==> src/rtl/uart_tx_pkg.sv <==
// Shared definitions for the uart_tx_gen2 transmitter.
//   state_e      : transmitter FSM encoding
//   wls_e        : word-length-select encodings (wls = word length - 5)
//   OSR/DW       : defaults and legal limits for the top-level parameters
//   wlen_of()    : maps a wls code to the effective word length, clamped to DW
package uart_tx_pkg;

  localparam int unsigned OSR_DEF  = 16;
  localparam int unsigned OSR_MIN  = 4;
  localparam int unsigned OSR_MAX  = 16;
  localparam int unsigned DW_DEF   = 9;
  localparam int unsigned DW_MIN   = 5;
  localparam int unsigned DW_MAX   = 9;
  localparam int unsigned WLEN_MIN = 5;

  typedef enum logic [2:0] {
    IDLE   = 3'd0,
    START  = 3'd1,
    DATA   = 3'd2,
    PARITY = 3'd3,
    STOP   = 3'd4
  } state_e;

  typedef enum logic [2:0] {
    WLS_5 = 3'd0,
    WLS_6 = 3'd1,
    WLS_7 = 3'd2,
    WLS_8 = 3'd3,
    WLS_9 = 3'd4
  } wls_e;

  // Codes beyond what DW can carry select the widest word DW supports.
  function automatic logic [3:0] wlen_of(input logic [2:0] wls, input int unsigned dw);
    logic [2:0] max_wls;
    max_wls = 3'(dw - WLEN_MIN);
    return (wls > max_wls) ? 4'(dw) : 4'(WLEN_MIN) + 4'(wls);
  endfunction

endpackage

==> src/rtl/uart_tx_gen2_if.sv <==
// Write handshake between a producer and the uart_tx_gen2 transmitter.
//   tx_valid : producer has a word to send
//   tx_data  : word to send (DW bits, LSB transmitted first)
//   tx_ready : transmitter can accept a word this cycle
// Modports: master = producer, slave = transmitter.
interface uart_tx_gen2_if #(
  parameter int unsigned DW = 9
) ();
  logic          tx_valid;
  logic [DW-1:0] tx_data;
  logic          tx_ready;

  modport master (output tx_valid, output tx_data, input tx_ready);
  modport slave  (input tx_valid, input tx_data, output tx_ready);
endinterface

==> src/rtl/uart_tx_osr_cnt.sv <==
// Oversample counter for uart_tx_gen2.
//   pclk, preset : clock and synchronous active-high reset
//   i_en         : count enable; counter is held at 0 while low
//   bclk         : oversample tick, one pclk wide
//   o_bit_end    : last tick of a full bit (bclk & cnt == OSR-1)
//   o_half_end   : last tick of a half bit (bclk & cnt == OSR/2-1)
module uart_tx_osr_cnt #(
  parameter int unsigned OSR = 16
) (
  input  logic pclk,
  input  logic preset,
  input  logic i_en,
  input  logic bclk,
  output logic o_bit_end,
  output logic o_half_end
);

  localparam int unsigned CW = $clog2(OSR);

  logic [CW-1:0] r_cnt;

  assign o_bit_end  = bclk && (r_cnt == CW'(OSR - 1));
  assign o_half_end = bclk && (r_cnt == CW'(OSR / 2 - 1));

  always_ff @(posedge pclk) begin
    if (preset || !i_en) begin
      r_cnt <= '0;
    end else if (o_bit_end) begin
      r_cnt <= '0;
    end else if (bclk) begin
      r_cnt <= r_cnt + CW'(1);
    end
  end

endmodule

==> src/rtl/uart_tx_gen2.sv <==
// UART transmitter with configurable word length, parity and stop bits.
// Parameters: OSR (bclk ticks per bit, even, 4..16), DW (max data width, 5..9).
// Ports:
//   pclk, preset         : clock, synchronous active-high reset
//   bclk                 : one-pclk-wide oversample tick at OSR x baud
//   tx_if (slave)        : tx_valid / tx_data / tx_ready write handshake
//   wls                  : word length select (5 + wls, clamped to DW)
//   pen, eps, sp, stb    : parity enable, even parity, stick parity, 2-stop select
//   brk                  : break request (active only with UART_TX_BREAK_EN)
//   tx_busy, tx_done     : frame in progress, one-cycle end-of-frame pulse
//   uart_txd             : registered serial output, idles high
// Build option: define UART_TX_BREAK_EN to enable break generation on brk.
module uart_tx_gen2
  import uart_tx_pkg::*;
#(
  parameter int unsigned OSR = OSR_DEF,
  parameter int unsigned DW  = DW_DEF
) (
  input  logic           pclk,
  input  logic           preset,
  input  logic           bclk,
  uart_tx_gen2_if.slave  tx_if,
  input  logic [2:0]     wls,
  input  logic           pen,
  input  logic           eps,
  input  logic           sp,
  input  logic           stb,
  input  logic           brk,
  output logic           tx_busy,
  output logic           tx_done,
  output logic           uart_txd
);

  if (OSR < OSR_MIN || OSR > OSR_MAX || (OSR % 2) != 0 || DW < DW_MIN || DW > DW_MAX) begin : g_bad_param
    $error("uart_tx_gen2: OSR must be even in 4..16 and DW in 5..9");
  end

  state_e        r_state;
  logic [DW-1:0] r_shift;
  logic [3:0]    r_bitcnt;
  logic [3:0]    r_wlen;
  logic          r_pen;
  logic          r_stb;
  logic          r_par;
  logic          r_txd;
  logic          r_done;

  state_e        w_state_nxt;
  logic [DW-1:0] w_shift_nxt;
  logic [3:0]    w_bitcnt_nxt;
  logic          w_txd_nxt;
  logic          w_stop_end;
  logic          w_accept;
  logic          w_bit_end;
  logic          w_half_end;
  logic [3:0]    w_wlen_in;
  logic [DW-1:0] w_mask;
  logic          w_par_data;
  logic          w_par_in;

  assign tx_if.tx_ready = (r_state == IDLE) && !preset;
  assign w_accept       = tx_if.tx_valid && tx_if.tx_ready;
  assign tx_busy        = (r_state != IDLE);
  assign tx_done        = r_done;
  assign uart_txd       = r_txd;

  uart_tx_osr_cnt #(
    .OSR (OSR)
  ) u_osr_cnt (
    .pclk       (pclk),
    .preset     (preset),
    .i_en       (r_state != IDLE),
    .bclk       (bclk),
    .o_bit_end  (w_bit_end),
    .o_half_end (w_half_end)
  );

  // Parity bit is resolved at accept time from the incoming word, so the
  // frame never depends on config inputs after the handshake.
  assign w_wlen_in = wlen_of(wls, DW);

  always_comb begin
    w_mask = '0;
    for (int unsigned i = 0; i < DW; i++) begin
      w_mask[i] = (i < 32'(w_wlen_in));
    end
    w_par_data = ^(tx_if.tx_data & w_mask);
    if (sp) begin
      w_par_in = ~eps;
    end else begin
      w_par_in = eps ? w_par_data : ~w_par_data;
    end
  end

  always_comb begin
    w_state_nxt  = r_state;
    w_shift_nxt  = r_shift;
    w_bitcnt_nxt = r_bitcnt;
    w_stop_end   = 1'b0;
    unique case (r_state)
      IDLE: begin
        if (w_accept) begin
          w_state_nxt  = START;
          w_shift_nxt  = tx_if.tx_data;
          w_bitcnt_nxt = '0;
        end
      end
      START: begin
        if (w_bit_end) begin
          w_state_nxt  = DATA;
          w_bitcnt_nxt = '0;
        end
      end
      DATA: begin
        if (w_bit_end) begin
          if (r_bitcnt == r_wlen - 4'd1) begin
            w_state_nxt  = r_pen ? PARITY : STOP;
            w_bitcnt_nxt = '0;
          end else begin
            w_bitcnt_nxt = r_bitcnt + 4'd1;
            w_shift_nxt  = r_shift >> 1;
          end
        end
      end
      PARITY: begin
        if (w_bit_end) begin
          w_state_nxt  = STOP;
          w_bitcnt_nxt = '0;
        end
      end
      STOP: begin
        // Second stop period is a half bit for 5-bit words, a full bit otherwise.
        if (!r_stb) begin
          w_stop_end = w_bit_end;
        end else if (r_bitcnt == '0) begin
          if (w_bit_end) w_bitcnt_nxt = 4'd1;
        end else if (r_wlen == 4'(WLEN_MIN)) begin
          w_stop_end = w_half_end;
        end else begin
          w_stop_end = w_bit_end;
        end
        if (w_stop_end) w_state_nxt = IDLE;
      end
      default: w_state_nxt = IDLE;
    endcase
  end

  // Line level is derived from the next state so uart_txd is a plain flop.
  always_comb begin
    w_txd_nxt = 1'b1;
    unique case (w_state_nxt)
      START:   w_txd_nxt = 1'b0;
      DATA:    w_txd_nxt = w_shift_nxt[0];
      PARITY:  w_txd_nxt = r_par;
      default: w_txd_nxt = 1'b1;
    endcase
  end

`ifndef UART_TX_BREAK_EN
  logic w_unused_brk;
  assign w_unused_brk = brk;
`endif

  always_ff @(posedge pclk) begin
    if (preset) begin
      r_state  <= IDLE;
      r_shift  <= '0;
      r_bitcnt <= '0;
      r_wlen   <= '0;
      r_pen    <= 1'b0;
      r_stb    <= 1'b0;
      r_par    <= 1'b0;
      r_txd    <= 1'b1;
      r_done   <= 1'b0;
    end else begin
      r_state  <= w_state_nxt;
      r_shift  <= w_shift_nxt;
      r_bitcnt <= w_bitcnt_nxt;
      r_done   <= w_stop_end;
`ifdef UART_TX_BREAK_EN
      r_txd    <= brk ? 1'b0 : w_txd_nxt;
`else
      r_txd    <= w_txd_nxt;
`endif
      if (w_accept) begin
        r_wlen <= w_wlen_in;
        r_pen  <= pen;
        r_stb  <= stb;
        r_par  <= w_par_in;
      end
    end
  end

endmodule

==> src/flat_wrapper.sv <==
// flat-port wrapper written by rule: the top's interface ports become plain ports
module uart_tx_gen2_flat import uart_tx_pkg::*;
#(
  parameter int unsigned OSR = OSR_DEF,
  parameter int unsigned DW  = DW_DEF
)
  (pclk, preset, bclk, wls, pen, eps, sp, stb, brk, tx_busy, tx_done, uart_txd, tx_if_tx_valid, tx_if_tx_data, tx_if_tx_ready);
  uart_tx_gen2_if #(.DW(DW)) tx_if_i ();
  input  logic pclk;
  input  logic preset;
  input  logic bclk;
  input  logic [2:0] wls;
  input  logic pen;
  input  logic eps;
  input  logic sp;
  input  logic stb;
  input  logic brk;
  output logic tx_busy;
  output logic tx_done;
  output logic uart_txd;
  input wire logic [$bits(tx_if_i.tx_valid)-1:0] tx_if_tx_valid;
  input wire logic [$bits(tx_if_i.tx_data)-1:0] tx_if_tx_data;
  output wire logic [$bits(tx_if_i.tx_ready)-1:0] tx_if_tx_ready;
  assign tx_if_i.tx_valid = tx_if_tx_valid;
  assign tx_if_i.tx_data = tx_if_tx_data;
  assign tx_if_tx_ready = tx_if_i.tx_ready;
  uart_tx_gen2 #(.OSR(OSR), .DW(DW)) u_core (.pclk(pclk), .preset(preset), .bclk(bclk), .tx_if(tx_if_i), .wls(wls), .pen(pen), .eps(eps), .sp(sp), .stb(stb), .brk(brk), .tx_busy(tx_busy), .tx_done(tx_done), .uart_txd(uart_txd));
endmodule
==> config.mk <==
export PLATFORM = sky130hd
export DESIGN_NAME = uart_tx_gen2_flat
export DESIGN_NICKNAME = d
export VERILOG_FILES = /design/src/rtl/uart_tx_pkg.sv /design/src/rtl/uart_tx_gen2_if.sv /design/src/rtl/uart_tx_osr_cnt.sv /design/src/rtl/uart_tx_gen2.sv /design/src/flat_wrapper.sv
export SDC_FILE = /design/constraint.sdc
export NUM_CORES = 1
export LEC_CHECK = 0
export BUFFER_PORTS_ARGS = -buffer_cell sky130_fd_sc_hd__buf_4
export CAP_MARGIN = 10
export CORE_UTILIZATION = 45
export DETAILED_ROUTE_END_ITERATION = 16
export GPL_ROUTABILITY_DRIVEN = 0
export PLACE_DENSITY = 0.66
export SYNTH_ARGS = -nofsm -noshare
export SYNTH_HDL_FRONTEND = slang
export SYNTH_SLANG_ARGS = --single-unit
==> constraint.sdc <==
create_clock -name pclk -period 2.75 [get_ports pclk]
set_input_delay 0.55 -clock pclk [delete_from_list [all_inputs] [get_ports pclk]]
set_output_delay 0.55 -clock pclk [all_outputs]
set_load 0.005 [all_outputs]
# After elaboration in Yosys (flattened, before gate mapping)
# Cells that the tools add are included.
# word_totals
elab_cells	93
ram_bits	0
romBits	0
latchBits	0
memories	0
inputBits	21
out_inout_bits	4
regBits	29
# classes
shifts	0
order_cmp	10
reduce_logical	18
mul	0
n_div	0
eq_ne	18
muxes	28
bitwise	4
n_addsub	4
# op_table
op	count
4-bit two-way mux	8
9-bit two-way mux	3
3-bit two-way mux	7
9-bit one-hot mux with 2 select lines	1
3-bit by 4-bit < comparator with 1-bit output, first input constant	4
4-bit one-hot mux with 4 select lines	1
3-bit one-hot mux with 5 select lines	1
3-bit by 2-bit equality test with 1-bit output, second input constant	4
2-bit by 1-bit inequality test with 1-bit output, second input constant	6
9-bit bitwise AND	1
9-bit XOR reduction	1
4-bit by 1-bit adder with 4-bit output, second input constant	2
4-bit by 3-bit equality test with 1-bit output, second input constant	2
1-bit by 4-bit < comparator with 1-bit output, first input constant	2
2-bit by 4-bit < comparator with 1-bit output, first input constant	2
7-bit AND reduction	1
3-bit by 1-bit equality test with 1-bit output, second input constant	2
1-bit two-way mux	6
2-bit OR reduction	3
3-bit by 3-bit adder with 4-bit output, first input constant	1
4-bit equality test	1
4-bit equality test, second input constant	1
1-bit logical AND	4
4-bit logical NOT	1
14 further kinds	17

# Logic depth before layout (Yosys ltp)
# depth
depth_word	10
ltp_mapped	9

# Modules after synthesis
# From an unflattened synthesis, not the netlist that was laid out.
# unflattened
cells_unflattened	210
area_unflattened_um2	1786.7
# modules_own_cells
module	area_per_inst_um2	seq_area_each_um2	cells_per_inst	n_inst
uart_tx_gen2	1597.8	500.5	191	1
uart_tx_osr_cnt	188.9	80.1	19	1

# Worst setup path before layout
# OpenSTA, ideal clock, no wires.
# synth_timing
kind	in2reg
startpoint	input port wls[0]
endpoint	register u_core.r_par
required_ns	2.663
path_buffers	0
setup_time_ns	0.087
stages	9
t_arrival_ns	2.158
slack_ns	0.505
cell_sequence	inv_1 > ha_1 > and3b_1 > o211a_1 > o41a_1 > mux2i_1 > xnor2_1 > o21a_1 > o31ai_1
# synth_between
elab_chain_cells	8
word_cells_on_any_way	17
cone_classes	1 x add/sub; 10 x order compare; 3 x mux; 2 x bitwise; 1 x reduce/logical
# synth_rtl
item	line	source
from (decl)	flat_wrapper.sv:12	input logic [2:0] wls;
3-bit by 3-bit adder with 4-bit output or 3-bit > comparator (tied branches)	uart_tx_pkg.sv:36	return (wls > max_wls) ? 4'(dw) : 4'(WLEN_MIN) + 4'(wls);
4-bit two-way mux (*)	uart_tx_pkg.sv:36	
1-bit by 4-bit < comparator with 1-bit output (tied with other cells)	uart_tx_gen2.sv:85	w_mask[i] = (i < 32'(w_wlen_in));
9-bit bitwise AND (*)	uart_tx_gen2.sv:87	w_par_data = ^(tx_if.tx_data & w_mask);
9-bit XOR reduction (*)	uart_tx_gen2.sv:87	
1-bit NOT	uart_tx_gen2.sv:91	w_par_in = eps ? w_par_data : ~w_par_data;
1-bit two-way mux (*)	uart_tx_gen2.sv:91	
1-bit two-way mux (*)	uart_tx_gen2.sv:88	if (sp) begin
to (signal assigned)	uart_tx_gen2.sv:189	r_par <= w_par_in;
to (decl)	uart_tx_gen2.sv:44	logic r_par;
# Mark *: on every way between the ends. The rest lies on a longest branch, timed or not.
# A chain may end at the register's enable or synchronous reset.

# Worst setup path in the final report
# layout_timing
startpoint	register u_core.r_wlen[0]
endpoint	register u_core.r_txd, in the netlist u_core.uart_txd
# layout_between
elab_chain_cells	9
word_cells_on_any_way	18
cone_classes	1 x add/sub; 5 x eq/ne; 12 x mux
# layout_rtl
item	line	source
from (decl)	uart_tx_gen2.sv:41	logic [3:0] r_wlen;
from (signal assigned)	uart_tx_gen2.sv:186	r_wlen <= w_wlen_in;
parallel branches: the longest is 8 deep, another holds 4-bit by 1-bit subtractor with 4-bit output	-	
1-bit one-hot mux with 3 select lines (*)	uart_tx_gen2.sv:151	unique case (w_state_nxt)
to (signal assigned)	uart_tx_gen2.sv:183	r_txd <= w_txd_nxt;
to (decl)	uart_tx_gen2.sv:45	logic r_txd;
# Every way passes the cells marked *. The select of a mux whose other input is x is not followed.

==> run_summary.xml <==
<?xml version="1.0" encoding="UTF-8"?>
<metrics>
  <group name="global_route">
    <metric name="grt_pass1_vias" unit="">1412</metric>
    <metric name="grt_usage" unit="">0.206</metric>
    <metric name="pin_count_of_the_biggest_net_entering_global_routing" unit="">29</metric>
    <metric name="globalRouteOverflowTotal" unit="">0</metric>
    <metric name="grt_first_pass_wirelength" unit="um">6390</metric>
    <metric name="number_of_antenna_violations_at_the_first_check_in_global_routing" unit="">0</metric>
  </group>
  <group name="drt">
    <metric name="detail_route.vias_per_cell" unit="">5.64</metric>
    <metric name="antenna_violating_nets_post_route" unit="">0</metric>
    <metric name="wire_per_inst" unit="um">13.3</metric>
    <metric name="totalWireLength" unit="um">3520</metric>
    <metric name="via_count" unit="">1489</metric>
    <metric name="drc_violations_left" unit="">0</metric>
    <metric name="drtPass1Iterations" unit="">4</metric>
    <metric name="drt_iter0_drc" unit="">97</metric>
  </group>
  <group name="worst_setup_path">
    <metric name="max_stage_delay" unit="ns">0.42</metric>
    <metric name="ff2ff_path_depth" unit="">9</metric>
    <metric name="criticalPathCategory" unit="">reg -&gt; reg</metric>
    <metric name="reg2reg_to" unit="">u_core.uart_txd</metric>
    <metric name="critical-path-slowest-cell" unit="">sky130_fd_sc_hd__dfxtp_1</metric>
    <metric name="cp.arrival" unit="ns">2.57</metric>
    <metric name="cp_data_required_time" unit="ns">2.98</metric>
    <metric name="critical_path.startpoint_type" unit="">flip-flop</metric>
    <metric name="r2r_setup_slack" unit="ns">0.41</metric>
    <metric name="cp-end-kind" unit="">flip-flop</metric>
    <metric name="crit_path_max_fanout" unit="">5</metric>
    <metric name="r2r_start" unit="">u_core.r_wlen[0]</metric>
    <metric name="worstPathCellList" unit="">inv_1 -&gt; ha_1 -&gt; xnor2_1 -&gt; nor3_1 -&gt; and2_4 -&gt; nor2_1 -&gt; o311ai_1 -&gt; nand3_1 -&gt; a211o_1</metric>
  </group>
  <group name="sta">
    <metric name="rsz0062_at_grt" unit="">false</metric>
    <metric name="finalSetupViolations" unit="">0</metric>
    <metric name="hold_viol_final" unit="">0</metric>
    <metric name="final.setup.worst_slack" unit="ns">0.410</metric>
    <metric name="worst_slew_margin_rel" unit="">0.687</metric>
    <metric name="fin_crit" unit="ns">2.34</metric>
    <metric name="period_share" unit="">0.851</metric>
    <metric name="totalNegativeSetupSlack" unit="ns">0</metric>
    <metric name="worst_clock_skew" unit="ns">0.00911</metric>
    <metric name="fin_worst_hold_slack" unit="ns">0.415</metric>
    <metric name="highest_clock_rate" unit="MHz">427</metric>
    <metric name="slew_violations" unit="">0</metric>
    <metric name="timing_worst_slew_pin_value" unit="ns">0.467</metric>
  </group>
  <group name="cells_and_area">
    <metric name="fill_cells" unit="">326</metric>
    <metric name="number_of_antenna_diodes" unit="">0</metric>
    <metric name="total_nets_final" unit="">245</metric>
    <metric name="design_area" unit="um^2">1890</metric>
    <metric name="drive_gt1_frac" unit="">0.161</metric>
    <metric name="layout.cells.most_common" unit="">sky130_fd_sc_hd__dfxtp_1</metric>
    <metric name="layout_common_cells" unit="">sky130_fd_sc_hd__dfxtp_1, sky130_fd_sc_hd__nor2_1, sky130_fd_sc_hd__buf_4</metric>
    <metric name="area_growth_syn_to_layout" unit="%">16.0</metric>
  </group>
  <group name="clock_tree">
    <metric name="clock_transition_at_the_registers_of_the_reported_paths" unit="ns">0.09</metric>
    <metric name="numCtsBuffers" unit="">5</metric>
    <metric name="clock_insertion_delay_worst_skew" unit="ns">0.33</metric>
    <metric name="cts_resized" unit="">0</metric>
    <metric name="tritoncts" unit="">done</metric>
    <metric name="cts_post_setup_buffers_inserted" unit="">0</metric>
    <metric name="cts_root_buf" unit="">sky130_fd_sc_hd__clkbuf_4</metric>
    <metric name="cts.htree.levels" unit="">2</metric>
    <metric name="ctsHoldBuffers" unit="">0</metric>
    <metric name="clock_tree_sinks" unit="">29</metric>
    <metric name="clockBufferDepth" unit="">2</metric>
  </group>
  <group name="floorplanning">
    <metric name="die_outline_area" unit="um^2">3860</metric>
    <metric name="floorplan.initialDensity" unit="">0.480</metric>
    <metric name="placement_rows" unit="">21</metric>
    <metric name="horizontal_die_dimension" unit="um">62.1</metric>
    <metric name="die_h" unit="um">62.1</metric>
    <metric name="core" unit="um^2">3390</metric>
    <metric name="ioPinCount" unit="">25</metric>
  </group>
  <group name="min_path">
    <metric name="min_from" unit="">stb</metric>
    <metric name="worst_hold_path.num_cells" unit="">3</metric>
    <metric name="min_path_type" unit="">in -&gt; reg</metric>
    <metric name="holdPathEnd" unit="">u_core.r_stb</metric>
  </group>
  <group name="status">
    <metric name="outcome" unit="">complete, no violations</metric>
  </group>
  <group name="place">
    <metric name="dp_worst_setup_slack" unit="ns">0.233</metric>
    <metric name="placedInstanceArea" unit="um^2">1840</metric>
    <metric name="dp.final_hpwl" unit="um">2650</metric>
    <metric name="port_buffers" unit="">23</metric>
  </group>
  <group name="power">
    <metric name="power.leakage" unit="nW">0.757</metric>
    <metric name="power_density" unit="nW/um^2">462</metric>
    <metric name="irDropWorstVdd" unit="mV">0.247</metric>
  </group>
  <group name="yosys">
    <metric name="number_of_synthesis_warnings" unit="">0</metric>
    <metric name="synth_enable_flop_cells" unit="">0</metric>
    <metric name="postSynthNetCount" unit="">221</metric>
    <metric name="synth_top_flop_cell" unit="">sky130_fd_sc_hd__dfxtp_1</metric>
    <metric name="post_synthesis_cells" unit="">193</metric>
    <metric name="postSynth.asyncResetShare" unit="">0</metric>
    <metric name="synth_cell_types" unit="">46</metric>
    <metric name="post_synth_instance_area" unit="um^2">1630</metric>
    <metric name="ys_seq_elements" unit="">29</metric>
    <metric name="synth-seq-area-share" unit="">0.357</metric>
    <metric name="avgSynthCellArea" unit="um^2">8.43</metric>
  </group>
  <group name="run">
    <metric name="drv.max_cap_violation_count" unit="">0</metric>
  </group>
</metrics>
-- cell families (layout without fill, tap and decap cells) --
logic type	Yosys count	after routing	share of synthesized area
AOI/OAI and AO/OA	39	39	0.181
xor gates and xnor gates	16	16	0.0954
adders and majority gates	7	7	0.0538
buffers and inverters	17	42	0.0408
DFF	29	29	0.357
muxes	3	3	0.0185
and+or+nand+nor	82	82	0.254
-- routing by layer --
metal  vias up  GRT usage  share of wire
met5         -          0              0
met2        38      0.327           0.46
met3         7     0.0643          0.047
li1        741          -              -
met1       703      0.262           0.47
met4         0     0.0785          0.020
-- through the flow --
stage	cells	total power, mW	utilization
4_1_cts	264	0.884	0.557
3_5_place_dp	256	0.633	0.542
5_1_grt	264	0.924	0.557
2_1_floorplan	193	0.576	-
6_report	264	0.871	0.557
3_3_place_gp	256	0.628	0.542
-- synthesized netlist by cell type, types with 5 or more instances --
cell                        n  area, um^2
sky130_fd_sc_hd__dfxtp_1   29         581
sky130_fd_sc_hd__nor2_1    28         105
sky130_fd_sc_hd__nand2_1   15        56.3
sky130_fd_sc_hd__inv_1      9        33.8
sky130_fd_sc_hd__xnor2_1    9        78.8
sky130_fd_sc_hd__a222oi_1   7        70.1
sky130_fd_sc_hd__ha_1       7        87.6
sky130_fd_sc_hd__nor3_1     7        35.0
sky130_fd_sc_hd__nand3_1    6        30.0
sky130_fd_sc_hd__xor2_1     6        52.6
sky130_fd_sc_hd__a21oi_1    5        25.0
sky130_fd_sc_hd__o21ai_0    5        25.0
-- power breakdown --
part / switching, mW / total [mW] / internal [mW]
Clock: 0.151 / 0.248 / 0.0971
Combinational: 0.0848 / 0.169 / 0.0838
Sequential: 0.0155 / 0.454 / 0.439
-- sequential cells by signal, summed over array words and instances, names as in the netlist --
| register | cells |
|---|---|
| u_core.r_stb | 1 |
| u_core.r_shift | 9 |
| u_core.tx_done | 1 |
| u_core.r_wlen | 4 |
| u_core.r_par | 1 |
| u_core.r_state | 3 |
| u_core.r_bitcnt | 4 |
| u_core.u_osr_cnt.r_cnt | 4 |
| u_core.r_pen | 1 |
| u_core.uart_txd | 1 |
-- worst max-delay path by stage --
stage / startpoint / endpoint / cells after the start
floorplan: wls[0] / u_core.r_par / 9
global route: u_core.r_wlen[0] / u_core.uart_txd / 9
detailed placement: wls[0] / u_core.r_par / 9
global placement: wls[0] / u_core.r_par / 10
CTS: u_core.r_wlen[0] / u_core.uart_txd / 9
finish: u_core.r_wlen[0] / u_core.uart_txd / 9
-- cell type report --
type                    count  area (um^2)  share of cell area
clock inverters             2         10.0             0.00531
clock buffers               6         41.3              0.0219
repair buffers             24          180              0.0955
inverters                  10         37.5              0.0199
flip-flops and latches     29          581               0.308
multi-input cells         147          980               0.519
well taps                  46         57.6              0.0305
-- critical path, delay by kind of cell, from the launching register on --
family,cells,cell delay (ns)
adder cells (fa/ha/maj),1,0.31
AO/OA/AOI/OAI,2,0.57
flip-flops,1,0.42
buffers and inverters,1,0.07
XOR/XNOR,1,0.13
AND/OR/NAND/NOR,4,0.75
No activity file was read; power rests on OpenSTA's default activity.
